File: config.mk
export PLATFORM = sky130hd
export DESIGN_NAME = cache_msg_queue_flat
export DESIGN_NICKNAME = d
export VERILOG_FILES = /design/src/rtl/cache_pkg.sv /design/src/rtl/cache_msg_queue_if.sv /design/src/rtl/cache_msg_fifo.sv /design/src/rtl/cache_msg_queue.sv /design/src/flat_wrapper.sv
export SDC_FILE = /design/constraint.sdc
export NUM_CORES = 1
export LEC_CHECK = 0
export ABC_AREA = 1
export ABC_CLOCK_PERIOD_IN_PS = 4700
export CAP_MARGIN = 20
export CORE_ASPECT_RATIO = 2
export CORE_MARGIN = 1
export CORE_UTILIZATION = 45
export CTS_BUF_LIST = sky130_fd_sc_hd__clkbuf_4
export CTS_CLUSTER_SIZE = 14
export DETAILED_ROUTE_END_ITERATION = 12
export PLACE_DENSITY_LB_ADDON = 0.05
export SYNTH_ARGS = -nofsm -noshare
export SYNTH_HDL_FRONTEND = slang
export SYNTH_HIERARCHICAL = 1
export SYNTH_SLANG_ARGS = --single-unit
export TNS_END_PERCENT = 1
File: constraint.sdc
create_clock -name clk -period 4.7 [get_ports clk]
set_input_delay 0.705 -clock clk [delete_from_list [all_inputs] [get_ports clk]]
set_output_delay 0.705 -clock clk [all_outputs]
set_load 0.03 [all_outputs]
File: src/rtl/cache_pkg.sv
// Shared cache message encodings: FSM bus operations and L2-to-L1 messages.
// NULL / NULLMsg mark "nothing emitted" and are never queued.
package cache_pkg;

    typedef enum logic [2:0] {
        NULL       = 3'd0,
        READ       = 3'd1,
        WRITE      = 3'd2,
        INVALIDATE = 3'd3,
        RWIM       = 3'd4
    } bus_struct;

    typedef enum logic [2:0] {
        NULLMsg        = 3'd0,
        GETLINE        = 3'd1,
        SENDLINE       = 3'd2,
        INVALIDATELINE = 3'd3,
        EVICTLINE      = 3'd4
    } l2tol1_struct;

    localparam int OP_W = 3;

endpackage

File: src/rtl/cache_msg_queue_if.sv
// Event input and the two drained output channels of the message queue.
// The producer/consumer side uses master; the queue itself uses slave.
interface cache_msg_queue_if #(
    parameter int ADDR_W = 32,
    parameter int CNT_W  = 8
);
    import cache_pkg::*;

    logic              evt_valid;
    logic [ADDR_W-1:0] evt_addr;
    bus_struct         bus_func_in;
    l2tol1_struct      l2tol1msg_in;

    logic              bus_out_valid;
    logic              bus_out_ready;
    bus_struct         bus_out_op;
    logic [ADDR_W-1:0] bus_out_addr;

    logic              l1_out_valid;
    logic              l1_out_ready;
    l2tol1_struct      l1_out_msg;
    logic [ADDR_W-1:0] l1_out_addr;

    logic              bus_full;
    logic              l1_full;
    logic [CNT_W-1:0]  bus_drops;
    logic [CNT_W-1:0]  l1_drops;

    modport master (
        output evt_valid, evt_addr, bus_func_in, l2tol1msg_in,
        output bus_out_ready, l1_out_ready,
        input  bus_out_valid, bus_out_op, bus_out_addr,
        input  l1_out_valid, l1_out_msg, l1_out_addr,
        input  bus_full, l1_full, bus_drops, l1_drops
    );

    modport slave (
        input  evt_valid, evt_addr, bus_func_in, l2tol1msg_in,
        input  bus_out_ready, l1_out_ready,
        output bus_out_valid, bus_out_op, bus_out_addr,
        output l1_out_valid, l1_out_msg, l1_out_addr,
        output bus_full, l1_full, bus_drops, l1_drops
    );

endinterface

File: src/rtl/cache_msg_fifo.sv
// First-word fall-through FIFO with occupancy count and a saturating counter
// of pushes discarded because the FIFO was full.
module cache_msg_fifo #(
    parameter int DW    = 35,
    parameter int DEPTH = 4,
    parameter int CNT_W = 8
) (
    input  logic             clk,
    input  logic             rst,
    input  logic             push_i,
    input  logic [DW-1:0]    data_i,
    input  logic             pop_i,
    output logic             valid_o,
    output logic [DW-1:0]    data_o,
    output logic             full_o,
    output logic [CNT_W-1:0] drops_o
);

    localparam int PW = $clog2(DEPTH);
    localparam logic [PW:0] FULL_OCC = (PW+1)'(DEPTH);

    logic [DW-1:0]    mem_q [DEPTH];
    logic [PW-1:0]    wrPtr_q, wrPtr_d;
    logic [PW-1:0]    rdPtr_q, rdPtr_d;
    logic [PW:0]      occ_q, occ_d;
    logic [CNT_W-1:0] drops_q, drops_d;
    logic             doPush, doPop, doDrop;

    // A pop on the same edge frees the slot, so push+pop while full is legal.
    always_comb begin
        doPop   = pop_i && (occ_q != '0);
        doPush  = push_i && ((occ_q != FULL_OCC) || doPop);
        doDrop  = push_i && !doPush;
        wrPtr_d = doPush ? wrPtr_q + PW'(1) : wrPtr_q;
        rdPtr_d = doPop  ? rdPtr_q + PW'(1) : rdPtr_q;
        case ({doPush, doPop})
            2'b10:   occ_d = occ_q + (PW+1)'(1);
            2'b01:   occ_d = occ_q - (PW+1)'(1);
            default: occ_d = occ_q;
        endcase
        drops_d = (doDrop && (drops_q != '1)) ? drops_q + CNT_W'(1) : drops_q;
    end

    always_ff @(posedge clk or posedge rst) begin
        if (rst) begin
            wrPtr_q <= '0;
            rdPtr_q <= '0;
            occ_q   <= '0;
            drops_q <= '0;
        end else begin
            wrPtr_q <= wrPtr_d;
            rdPtr_q <= rdPtr_d;
            occ_q   <= occ_d;
            drops_q <= drops_d;
        end
    end

    always_ff @(posedge clk) begin
        if (doPush) mem_q[wrPtr_q] <= data_i;
    end

    assign valid_o = (occ_q != '0);
    assign full_o  = (occ_q == FULL_OCC);
    assign data_o  = mem_q[rdPtr_q];
    assign drops_o = drops_q;

endmodule

File: src/rtl/cache_msg_queue.sv
// Queues MESI FSM bus operations and L2-to-L1 messages into two independent
// channels, dropping NULL entries and presenting fixed idle values when empty.
module cache_msg_queue
    import cache_pkg::*;
#(
    parameter int ADDR_W = 32,
    parameter int DEPTH  = 4,
    parameter int CNT_W  = 8
) (
    input logic              clk,
    input logic              rst,
    cache_msg_queue_if.slave q
);

    localparam int DW = OP_W + ADDR_W;

    logic          busPush, l1Push;
    logic          busValid, l1Valid;
    logic [DW-1:0] busHead, l1Head;

    assign busPush = q.evt_valid && (q.bus_func_in != NULL);
    assign l1Push  = q.evt_valid && (q.l2tol1msg_in != NULLMsg);

    cache_msg_fifo #(.DW(DW), .DEPTH(DEPTH), .CNT_W(CNT_W)) busFifo (
        .clk     (clk),
        .rst     (rst),
        .push_i  (busPush),
        .data_i  ({q.bus_func_in, q.evt_addr}),
        .pop_i   (q.bus_out_ready),
        .valid_o (busValid),
        .data_o  (busHead),
        .full_o  (q.bus_full),
        .drops_o (q.bus_drops)
    );

    cache_msg_fifo #(.DW(DW), .DEPTH(DEPTH), .CNT_W(CNT_W)) l1Fifo (
        .clk     (clk),
        .rst     (rst),
        .push_i  (l1Push),
        .data_i  ({q.l2tol1msg_in, q.evt_addr}),
        .pop_i   (q.l1_out_ready),
        .valid_o (l1Valid),
        .data_o  (l1Head),
        .full_o  (q.l1_full),
        .drops_o (q.l1_drops)
    );

    // Storage is not cleared by reset, so an empty channel must mask its head.
    assign q.bus_out_valid = busValid;
    assign q.bus_out_op    = busValid ? bus_struct'(busHead[DW-1 -: OP_W]) : NULL;
    assign q.bus_out_addr  = busValid ? busHead[ADDR_W-1:0] : '0;

    assign q.l1_out_valid  = l1Valid;
    assign q.l1_out_msg    = l1Valid ? l2tol1_struct'(l1Head[DW-1 -: OP_W]) : NULLMsg;
    assign q.l1_out_addr   = l1Valid ? l1Head[ADDR_W-1:0] : '0;

endmodule

File: src/flat_wrapper.sv
// flat-port wrapper written by rule: the top's interface ports become plain ports
module cache_msg_queue_flat import cache_pkg::*;
#(
    parameter int ADDR_W = 32,
    parameter int DEPTH  = 4,
    parameter int CNT_W  = 8
)
  (clk, rst, q_evt_valid, q_evt_addr, q_bus_func_in, q_l2tol1msg_in, q_bus_out_ready, q_l1_out_ready, q_bus_out_valid, q_bus_out_op, q_bus_out_addr, q_l1_out_valid, q_l1_out_msg, q_l1_out_addr, q_bus_full, q_l1_full, q_bus_drops, q_l1_drops);
  cache_msg_queue_if #(.ADDR_W(ADDR_W), .CNT_W(CNT_W)) q_i ();
  input logic clk;
  input logic rst;
  input wire logic [$bits(q_i.evt_valid)-1:0] q_evt_valid;
  input wire logic [$bits(q_i.evt_addr)-1:0] q_evt_addr;
  input wire logic [$bits(q_i.bus_func_in)-1:0] q_bus_func_in;
  input wire logic [$bits(q_i.l2tol1msg_in)-1:0] q_l2tol1msg_in;
  input wire logic [$bits(q_i.bus_out_ready)-1:0] q_bus_out_ready;
  input wire logic [$bits(q_i.l1_out_ready)-1:0] q_l1_out_ready;
  output wire logic [$bits(q_i.bus_out_valid)-1:0] q_bus_out_valid;
  output wire logic [$bits(q_i.bus_out_op)-1:0] q_bus_out_op;
  output wire logic [$bits(q_i.bus_out_addr)-1:0] q_bus_out_addr;
  output wire logic [$bits(q_i.l1_out_valid)-1:0] q_l1_out_valid;
  output wire logic [$bits(q_i.l1_out_msg)-1:0] q_l1_out_msg;
  output wire logic [$bits(q_i.l1_out_addr)-1:0] q_l1_out_addr;
  output wire logic [$bits(q_i.bus_full)-1:0] q_bus_full;
  output wire logic [$bits(q_i.l1_full)-1:0] q_l1_full;
  output wire logic [$bits(q_i.bus_drops)-1:0] q_bus_drops;
  output wire logic [$bits(q_i.l1_drops)-1:0] q_l1_drops;
  assign q_i.evt_valid = q_evt_valid;
  assign q_i.evt_addr = q_evt_addr;
  assign q_i.bus_func_in = q_bus_func_in;
  assign q_i.l2tol1msg_in = q_l2tol1msg_in;
  assign q_i.bus_out_ready = q_bus_out_ready;
  assign q_i.l1_out_ready = q_l1_out_ready;
  assign q_bus_out_valid = q_i.bus_out_valid;
  assign q_bus_out_op = q_i.bus_out_op;
  assign q_bus_out_addr = q_i.bus_out_addr;
  assign q_l1_out_valid = q_i.l1_out_valid;
  assign q_l1_out_msg = q_i.l1_out_msg;
  assign q_l1_out_addr = q_i.l1_out_addr;
  assign q_bus_full = q_i.bus_full;
  assign q_l1_full = q_i.l1_full;
  assign q_bus_drops = q_i.bus_drops;
  assign q_l1_drops = q_i.l1_drops;
  cache_msg_queue #(.ADDR_W(ADDR_W), .DEPTH(DEPTH), .CNT_W(CNT_W)) u_core (.clk(clk), .rst(rst), .q(q_i));
endmodule
==> parameters.txt <==
Parameter                              Value

Status
  Outcome ... finished with violations
  Violated checks ... design-rule violations

Floorplanning
  Vertical die dimension ... 241 µm
  Initial core utilization ... 45.7%
  Top-level port count ... 133
  Die Width ... 121 µm
  Core Rows ... 87
  Area of the core region ... 28,100 µm²
  Die area ... 29,200 µm²

Global route
  First-pass GRT wire length ... 49,000 µm
  Total global routing track utilization ... 23.0%
  Final global-route overflow total ... 0
  Vias in the first global route ... 8,819
  Pin count of the biggest net entering global routing ... 73
  Number of antenna violations at the first check in global routing ... 1

Worst setup path
  Most numerous cell on the critical path ... sky130_fd_sc_hd__inv_1
  Category of cells accounting for the largest share of critical-path delay ... buffers and inverters
  Startpoint types ... flip-flop
  Type of the worst setup path ... flip-flop to output port
  Standard cell with the maximum stage delay on the critical path ... sky130_fd_sc_hd__clkdlybuf4s50_1
  Buffer and inverter count on the worst path ... 4
  Stages on the worst setup path ... 7
  Beginning of the critical path ... u_core/busFifo/rdPtr_q[1]
  Logic depth of the worst register-to-register path ... 11
  Worst EP required ... 3.99 ns
  Kind of end point of the critical path ... output port
  Worst-path maximum fanout ... 19
  CP endpoint ... q_bus_out_addr[9]
  Critical register-to-register path startpoint ... u_core/l1Fifo/occ_q[0]
  Ordered list of cells on the worst path ... inv_1 -> buf_4 -> o21ai_0 -> o22ai_1 -> nand2_1 -> inv_1 -> clkdlybuf4s50_1
  End of the worst register-to-register path ... u_core/l1Fifo/occ_q[2]
  Arrival time at the worst endpoint ... 3.27 ns
  Reg2reg setup slack ... 2.08 ns
  Largest incremental delay on the critical path ... 0.66 ns

STA
  Transition at the pin with the smallest max-transition slack ... 0.920 ns
  Hold Fails Final Rpt ... 0
  Slew Limit Headroom ... 38.5%
  Setup repair after global routing missed its margin ... false
  Share of the clock period used by the worst path ... 84.6%
  Final Skew ... 0.0339 ns
  Number of setup violations in the final report ... 0
  Final critical-path required period ... 3.98 ns
  Peak clock frequency supported by timing ... 252 MHz
  Final count of pins violating max slew ... 0
  Setup TNS ... 0 ns
  Fin worst setup slack ... 0.725 ns

Pwr
  Final Total Pwr ... 11,100 µW
  P per Cell Area ... 717 nW/µm²
  Cell leakage power ... 0.00594 µW
  Maximum vdd ir drop ... 399 µV

CTS
  TritonCTS clock tree ... yes
  Clock transition at path regs ... 0.07 ns
  Number of clock sinks ... 310
  CTS root buffer ... sky130_fd_sc_hd__clkbuf_4
  Total of cells resized after clock tree synthesis ... 0
  Maximum clock path buffer count ... 3
  Total CTS buffers ... 74
  Number of setup buffers added after CTS ... 0
  Worst-Skew Late Latency ... 0.71 ns
  H-tree depth ... 3
  Hold buffer count at CTS ... 0

Layout
  Nets@finish ... 1,301
  Most common cell after layout, fill and taps aside ... sky130_fd_sc_hd__edfxtp_1
  Share of cells above drive strength 1 ... 13.1%
  Fill cell instance count of the final layout ... 2,550
  Top library cells by usage in the layout, fill and taps aside ... sky130_fd_sc_hd__edfxtp_1, sky130_fd_sc_hd__nor2_1, sky130_fd_sc_hd__nand2_1
  Layout overhead on the synthesized area ... 20.1%

Routing
  Number of vias per cell after detailed routing ... 5.19
  DRC ... 2
  Number of routed nets with antenna violations ... 0
  Routed wire per std cell ... 19.4 µm
  First-pass detailed-route iteration total ... 9
  Number of DRC markers in iteration 0 ... 468
  Number of vias in the routed layout ... 8,571
  Wire length after detailed routing ... 32,000 µm

Placed design
  Routability cong. ... 0.739
  Setup slack after placement ... 1.35 ns
  Half-perimeter wire length after placement ... 20,300 µm
  Number of input and output port buffers inserted ... 132

Synth
  Yosys synthesis warning count ... 6
  Net count of the mapped netlist ... 1,128
  Synthesized area per cell ... 12.0 µm²
  Mapped Cells ... 1,072
  Distinct cells, synth ... 33
  Cell area after synthesis ... 12,800 µm²
  Flop and latch count out of synthesis ... 310
  Area share of the leading cell type in the synthesized netlist ... 65.5%
  Library cell occupying the most area in the post-synthesis netlist ... sky130_fd_sc_hd__edfxtp_1
  Cell types with the largest area share after synthesis ... sky130_fd_sc_hd__edfxtp_1, sky130_fd_sc_hd__dfrtp_1, sky130_fd_sc_hd__o21ai_0
  Sequential fraction of the synthesis area ... 71.3%

Run
  Number of max-capacitance violations reported ... 0

Min path
  Min-delay worst type ... input port to async pin
## where the power goes
part | internal (µW) | total, µW | switching [µW]
Clock | 1110 | 2140 | 1030
Sequential | 3560 | 3760 | 193
Combinational | 1750 | 5170 | 3420
## metal layers
layer	global-route usage [%]	routed length, µm	vias up	part of all wire (%)
met4	9.76	849	0	2.6
met5	0	0	-	0
met1	25.1	12200	4228	38
li1	-	-	4081	-
met2	42.1	17600	213	55
met3	5.06	1380	49	4.3
## cells in the mapped netlist
| cell type | count |
|---|---|
| sky130_fd_sc_hd__edfxtp_1 | 280 |
| sky130_fd_sc_hd__nor2_1 | 160 |
| sky130_fd_sc_hd__nand2_1 | 138 |
| sky130_fd_sc_hd__o21ai_0 | 126 |
| sky130_fd_sc_hd__inv_1 | 117 |
| sky130_fd_sc_hd__o22ai_1 | 70 |
| sky130_fd_sc_hd__dfrtp_1 | 30 |
| sky130_fd_sc_hd__buf_2 | 25 |
| sky130_fd_sc_hd__o21ai_1 | 22 |
| sky130_fd_sc_hd__nand3_1 | 12 |
| sky130_fd_sc_hd__clkbuf_1 | 11 |
| sky130_fd_sc_hd__ha_1 | 11 |
| sky130_fd_sc_hd__xor2_1 | 8 |
| sky130_fd_sc_hd__buf_6 | 6 |
| sky130_fd_sc_hd__nand2_2 | 6 |
| sky130_fd_sc_hd__nor2_2 | 6 |
| sky130_fd_sc_hd__a21oi_1 | 5 |
| sky130_fd_sc_hd__buf_4 | 5 |
| sky130_fd_sc_hd__clkbuf_2 | 5 |
| sky130_fd_sc_hd__xnor2_1 | 5 |
| sky130_fd_sc_hd__nor2_4 | 4 |
| sky130_fd_sc_hd__fa_1 | 2 |
| sky130_fd_sc_hd__inv_2 | 2 |
| sky130_fd_sc_hd__nand2_4 | 2 |
| sky130_fd_sc_hd__nand3_2 | 2 |
| sky130_fd_sc_hd__nand4_1 | 2 |
| sky130_fd_sc_hd__nand4_2 | 2 |
| sky130_fd_sc_hd__nor3_1 | 2 |
| sky130_fd_sc_hd__o21ai_2 | 2 |
| sky130_fd_sc_hd__inv_4 | 1 |
| sky130_fd_sc_hd__inv_6 | 1 |
| sky130_fd_sc_hd__nand3b_1 | 1 |
| sky130_fd_sc_hd__nand3b_2 | 1 |
## how the worst min path moves through the flow
stage | to | depth (start not counted)
detailed placement | u_core/busFifo/occ_q[0] | 1
global route | u_core/busFifo/drops_o[5] | 2
floorplan | u_core/busFifo/occ_q[0] | 1
CTS | u_core/busFifo/drops_o[5] | 2
finish | u_core/busFifo/drops_o[5] | 2
global placement | u_core/busFifo/occ_q[0] | 1
## layout make-up
class / count / area (µm²) / share of cell area [%]
clock buffer: 109 / 818 / 5.31
timing repair buffer: 149 / 1460 / 9.48
multi-input combinational: 589 / 2980 / 19.3
clock inverter: 16 / 87.6 / 0.568
sequential: 310 / 9160 / 59.4
antenna: 1 / 2.50 / 0.0162
inverter: 121 / 462 / 2.99
tap: 356 / 445 / 2.89
## registers in the layout, indices dropped and copies added (netlist names)
| register | flops |
|---|---|
| u_core/l1Fifo/rdPtr_q | 2 |
| u_core/l1Fifo/wrPtr_q | 2 |
| u_core/busFifo/occ_q | 3 |
| u_core/busFifo/mem_q | 140 |
| u_core/busFifo/rdPtr_q | 2 |
| u_core/l1Fifo/occ_q | 3 |
| u_core/l1Fifo/mem_q | 140 |
| u_core/l1Fifo/drops_o | 8 |
| u_core/busFifo/wrPtr_q | 2 |
| u_core/busFifo/drops_o | 8 |
## logic make-up (layout without fill, tap and decap cells)
family / Yosys count / count (layout) / synth area share [%]
AOI/OAI and AO/OA: 225 / 225 / 9.51
xor gates and xnor gates: 13 / 13 / 0.887
adders and majority gates: 13 / 13 / 1.38
buffers and inverters: 173 / 395 / 5.91
DFF: 310 / 310 / 71.3
other: 0 / 1 / 0
and+or+nand+nor: 338 / 338 / 11.0
## metrics by stage
stage          hold slack (ns)  cells  util, %  area (µm²)
3_3_place_gp             0.534   1525     51.7       14500
4_1_cts                  0.364   1650     54.9       15400
6_report                 0.413   1651     54.9       15400
2_1_floorplan            0.515   1072        -       12800
3_5_place_dp             0.540   1525     51.7       14500
5_1_grt                  0.444   1651     54.9       15400
(Power assumes the default switching activity.)
